`config.mk`:
```
export PLATFORM = sky130hd
export DESIGN_NAME = id_ex_register
export DESIGN_NICKNAME = d
export VERILOG_FILES = /design/src/rtl/id_ex_register.sv
export SDC_FILE = /design/constraint.sdc
export NUM_CORES = 1
export LEC_CHECK = 0
export BUFFER_PORTS_ARGS = -buffer_cell sky130_fd_sc_hd__buf_4
export CAP_MARGIN = 10
export CORE_UTILIZATION = 44
export CTS_BUF_LIST = sky130_fd_sc_hd__clkbuf_4 sky130_fd_sc_hd__clkbuf_8 sky130_fd_sc_hd__clkbuf_16
export CTS_CLUSTER_DIAMETER = 30
export CTS_CLUSTER_SIZE = 25
export DETAILED_ROUTE_END_ITERATION = 16
export PLACE_DENSITY = 0.8
export SLEW_MARGIN = 10
export SYNTH_ARGS = -nofsm -noshare
export SYNTH_HDL_FRONTEND = slang
export SYNTH_SLANG_ARGS = --single-unit
export TNS_END_PERCENT = 10
```
`constraint.sdc`:
```
create_clock -name clk_i -period 4 [get_ports clk_i]
set_input_delay 0.2 -clock clk_i [delete_from_list [all_inputs] [get_ports clk_i]]
set_output_delay 0.2 -clock clk_i [all_outputs]
set_load 0.03 [all_outputs]
```
`src/rtl/id_ex_register.sv`:
```
// ID/EX pipeline register: captures decode-stage controls, operands and addresses, with stall hold and bubble insertion.
// Optional bubble counter built only when ID_EX_PERF_EN is defined; otherwise bubble_cnt_o is tied to zero.
module id_ex_register #(
    parameter int unsigned DATA_W = 32,
    parameter int unsigned CNT_W  = 16
) (
    input  logic              clk_i,
    input  logic              rst_i,
    input  logic              stall_i,
    input  logic              flush_i,
    input  logic              hazard_i,
    input  logic              valid_i,
    input  logic [2:0]        EX_i,
    input  logic [2:0]        M_i,
    input  logic [1:0]        WB_i,
    input  logic [DATA_W-1:0] RSdata_i,
    input  logic [DATA_W-1:0] RTdata_i,
    input  logic [DATA_W-1:0] imm_i,
    input  logic [4:0]        RSaddr_i,
    input  logic [4:0]        RTaddr_i,
    input  logic [4:0]        RDaddr_i,
    output logic [2:0]        EX_o,
    output logic [2:0]        M_o,
    output logic [1:0]        WB_o,
    output logic [DATA_W-1:0] RSdata_o,
    output logic [DATA_W-1:0] RTdata_o,
    output logic [DATA_W-1:0] imm_o,
    output logic [4:0]        RSaddr_o,
    output logic [4:0]        RTaddr_o,
    output logic [4:0]        RDaddr_o,
    output logic              valid_o,
    output logic [CNT_W-1:0]  bubble_cnt_o
);

    typedef enum logic {
        EMPTY = 1'b0,
        FULL  = 1'b1
    } slot_e;

    slot_e             state_q, state_d;
    logic [2:0]        ex_q, ex_d;
    logic [2:0]        m_q, m_d;
    logic [1:0]        wb_q, wb_d;
    logic [DATA_W-1:0] rs_data_q, rs_data_d;
    logic [DATA_W-1:0] rt_data_q, rt_data_d;
    logic [DATA_W-1:0] imm_q, imm_d;
    logic [4:0]        rs_addr_q, rs_addr_d;
    logic [4:0]        rt_addr_q, rt_addr_d;
    logic [4:0]        rd_addr_q, rd_addr_d;

    logic load_c;
    logic bubble_c;

    assign load_c   = ~stall_i;
    assign bubble_c = flush_i | hazard_i | ~valid_i;

    always_ff @(posedge clk_i or posedge rst_i) begin
        if (rst_i) begin
            state_q <= EMPTY;
        end else begin
            state_q <= state_d;
        end
    end

    // Slot state: bubble empties the slot, a real load fills it, stall holds it.
    always_comb begin
        state_d = state_q;
        case (state_q)
            EMPTY:   if (load_c && !bubble_c) state_d = FULL;
            FULL:    if (load_c && bubble_c)  state_d = EMPTY;
            default: state_d = EMPTY;
        endcase
    end

    // Controls are forced to zero on a bubble regardless of the upstream mux output.
    always_comb begin
        ex_d      = ex_q;
        m_d       = m_q;
        wb_d      = wb_q;
        rs_data_d = rs_data_q;
        rt_data_d = rt_data_q;
        imm_d     = imm_q;
        rs_addr_d = rs_addr_q;
        rt_addr_d = rt_addr_q;
        rd_addr_d = rd_addr_q;
        if (load_c) begin
            ex_d      = bubble_c ? 3'b000 : EX_i;
            m_d       = bubble_c ? 3'b000 : M_i;
            wb_d      = bubble_c ? 2'b00  : WB_i;
            rs_data_d = RSdata_i;
            rt_data_d = RTdata_i;
            imm_d     = imm_i;
            rs_addr_d = RSaddr_i;
            rt_addr_d = RTaddr_i;
            rd_addr_d = RDaddr_i;
        end
    end

    always_ff @(posedge clk_i or posedge rst_i) begin
        if (rst_i) begin
            ex_q      <= '0;
            m_q       <= '0;
            wb_q      <= '0;
            rs_data_q <= '0;
            rt_data_q <= '0;
            imm_q     <= '0;
            rs_addr_q <= '0;
            rt_addr_q <= '0;
            rd_addr_q <= '0;
        end else begin
            ex_q      <= ex_d;
            m_q       <= m_d;
            wb_q      <= wb_d;
            rs_data_q <= rs_data_d;
            rt_data_q <= rt_data_d;
            imm_q     <= imm_d;
            rs_addr_q <= rs_addr_d;
            rt_addr_q <= rt_addr_d;
            rd_addr_q <= rd_addr_d;
        end
    end

    assign EX_o     = ex_q;
    assign M_o      = m_q;
    assign WB_o     = wb_q;
    assign RSdata_o = rs_data_q;
    assign RTdata_o = rt_data_q;
    assign imm_o    = imm_q;
    assign RSaddr_o = rs_addr_q;
    assign RTaddr_o = rt_addr_q;
    assign RDaddr_o = rd_addr_q;
    assign valid_o  = (state_q == FULL);

`ifdef ID_EX_PERF_EN
    logic [CNT_W-1:0] cnt_q, cnt_d;

    // Saturating count of bubble loads; frozen under stall.
    always_comb begin
        cnt_d = cnt_q;
        if (load_c && bubble_c && (cnt_q != {CNT_W{1'b1}})) begin
            cnt_d = cnt_q + CNT_W'(1);
        end
    end

    always_ff @(posedge clk_i or posedge rst_i) begin
        if (rst_i) begin
            cnt_q <= '0;
        end else begin
            cnt_q <= cnt_d;
        end
    end

    assign bubble_cnt_o = cnt_q;
`else
    assign bubble_cnt_o = '0;
`endif

endmodule

```
==> summary.md <==
| Metric | Value |
|---|---|
| Initial DRC Count | `118` |
| Avg WL per Cell | `16.9 um` |
| Final Hold Violating Endpoints | `0` |
| Remaining global-route overflow | `0` |
| Placed Instance Area | `~6500 sq um` |
| Worst Hold Class | `in2reg` |
| Setup Viol. Count Final | `0` |
| DIE HEIGHT | `about 110 um` |
| Max Fclk | `670 MHz` |
| CP max FO | `98` |
| Worst-path clk slew | `roughly 60 ps` |
| Most common library cells after synthesis | `dfrtp_1, mux2_2, buf_4, buf_6` |
| Area Growth Syn to Fin | `76.1%` |
| Least-Margin Pin Slew | `roughly 1200 ps` |
| Period utilization | `between 30% and 40%` |
| Worst Skew | `0 ps` |
| Hold Path Origin | `M_i[2]` |
| Mapped Avg Cell Area | `~17 sq um` |
| Worst skew pair latency | `around 500 ps` |
| GRT Total Usage | `25.3%` |
| Seq/Total Area, Yosys | `a little under two thirds` |
| Num ports | `approximately 260` |
| Sink Count | `120` |
| Ranking of synthesized cells by area | `dfrtp_1, mux2_2, buf_4` |
| CTS root buffer | `clkbuf_8` |
| Number of synthesized register bits | `120` |
| Setup bufs post-CTS | `0` |
| Total core area | `between 10000 and 15000 sq um` |
| TNS Setup | `0 ps` |
| Chip Width | `about 110 um` |
| Total number of placement rows | `37` |
| Total routed wirelength | `about 13 mm` |
| Net Sw Power | `approximately 1.0 mW` |
| Cell Area, Synth | `about 4700 sq um` |
| Leakage | `3.97 nW` |
| Critical Path AT | `between 1500 and 2000 ps` |
| Pint | `approximately 2.8 mW` |
| Ratio of cells with drive above 1 in the final layout | `between 50% and 60%` |
| Crit path kind | `in2reg` |
| Slew Limit Fails | `0` |
| Sw frac | `26.5%` |
| DRC | `0` |
| Critical Path Start | `stall_i` |
| Most frequent cell after synthesis | `dfrtp_1` |
| Asr flop ratio synth | `100%` |
| Logic pwr share | `between 20% and 30%` |
| Maximum number of pins on one net before global-route repair | `between 90 and 100` |
| Relative slew margins | `between 20 and 25%` |
| Antenna-violating nets left | `0` |
| Tmin final | `approximately 1500 ps` |
| Unrepaired setup endpoints after global routing | `no` |
| Maximum vdd drop | `0.000259 V` |
| Clock Path Buffers | `2` |
| Yosys top cell area share | `64.0%` |
| H-tree levels | `4` |
| Gpl congestion | `0.717` |
| Post-synth EDFFs | `0` |
| Clk pwr share | `a little over two fifths` |
| Die ar. | `between 10000 and 15000 sq um` |
| Flop pwr share | `36.5%` |
| Final Instance Area | `roughly 8300 sq um` |
| Max_cap viols | `0` |
| Startpoint Class | `input port` |
| Total power | `3.83 mW` |
| YS warnings | `0` |
| Fin util | `about 80%` |
| Via count | `around 3700` |
| Initial Util | `between 40% and 50%` |
| Worst r2r src | `RSdata_o[26]$_DFFE_PP0N_` |
| Vias in the first global route | `4179` |
| First-pass GRT wire length | `approximately 21 mm` |
| Netlist cell types | `10` |
| Main synth FF type | `dfrtp_1` |
| Buffers on Ports | `244` |
| Total CTS buffers | `17` |
| DRT Pass-1 Iters | `4` |
| TritonCTS clock tree | `built` |
| Initial antenna violation count | `1` |
| Final Net Count | `slightly below 800` |
| Vias/cell | `about 4.7` |
| Worst path required time | `4380 ps` |
| Hpwl dp | `roughly 7.5 mm` |
| Cells after Synth | `about 280` |
| Status | `finished clean` |
| Pwr dens | `roughly 460 nW/um^2` |
| Crit path capture type | `register` |
| Post-synth top area cell | `dfrtp_1` |
[flip-flops by register name, summed over array words and instances, names as in the netlist, named ones only]
name / flops
RDaddr_o: 5
RSdata_o: 32
imm_o: 32
EX_o: 3
RSaddr_o: 5
RTdata_o: 32
M_o: 3
WB_o: 2
RTaddr_o: 5
[final timing paths]
kind,depth (start not counted),slack [ps],to
max,3,2510,RTaddr_o[0]$_DFFE_PP0N_
min,3,30,M_o[2]$_DFFE_PP0N_
max reg2reg,1,3190,RSdata_o[26]$_DFFE_PP0N_
min reg2reg,1,500,imm_o[9]$_DFFE_PP0N_
max in group asynchronous,4,2900,RTaddr_o[2]$_DFFE_PP0N_
min in group asynchronous,3,190,imm_o[30]$_DFFE_PP0N_
[worst max-delay path, stage by stage]
cell	delay (ps)
buf_4	860
buf_4	400
mux2_2	380
[cell families after synthesis]
family	count (synthesis)	synth area share, %
flops	120	64.0
simple gates	9	1.55
buf+inv	31	6.03
other cells	1	0.0799
compound gates	8	1.49
mux	112	26.9
[layout by cell type (no fill, tap or decap), drive strengths merged, types with 3 or more instances in the layout]
cell type / instances
a22o: 8
and2b: 8
conb: 16
bufinv: 4
mux2: 112
clkinv: 3
dfrtp: 120
clkbuf: 23
dlygate4sd3: 113
buf: 248
[repair_timing]
action	4_1_cts	5_1_grt
endpoints found under the hold margin	126	0
resized for setup	0	0
hold buffers	113	0
[through the flow]
stage               instances  hold slack (ps)  setup WS (ps)
detailed placement        650              139           2000
CTS                       794            0.399           2540
global placement          650              135           2060
floorplan                 296              350            614
global route              795             18.3           2420
finish                    795             32.2           2510
[final cells by class]
type	count	area [sq um]
inverters	1	6.26
fillers	535	2060
repair buffers	361	2990
flip-flops and latches	120	3000
well taps	136	170
clock buffers	23	484
clock inverters	8	143
multi-input cells	145	1460
diodes	1	2.50
[per-layer routing]
metal,up-vias,track usage (%),part of all wire [%]
li1,1677,-,-
met1,1810,24.9,34
met2,191,45.7,54
met3,52,8.16,6.9
met4,0,15.5,4.7
met5,-,0,0
[power groups by stage]
stage	clock network (mW)	logic (mW)	registers, mW
6_report	1.59	0.838	1.40
5_1_grt	1.68	0.879	1.41
4_1_cts	1.62	0.831	1.39
3_5_place_dp	0	0.740	1.41
3_3_place_gp	0	0.727	1.41
2_1_floorplan	0	0.205	1.64
Note: power is estimated with default switching activity, not from simulation.
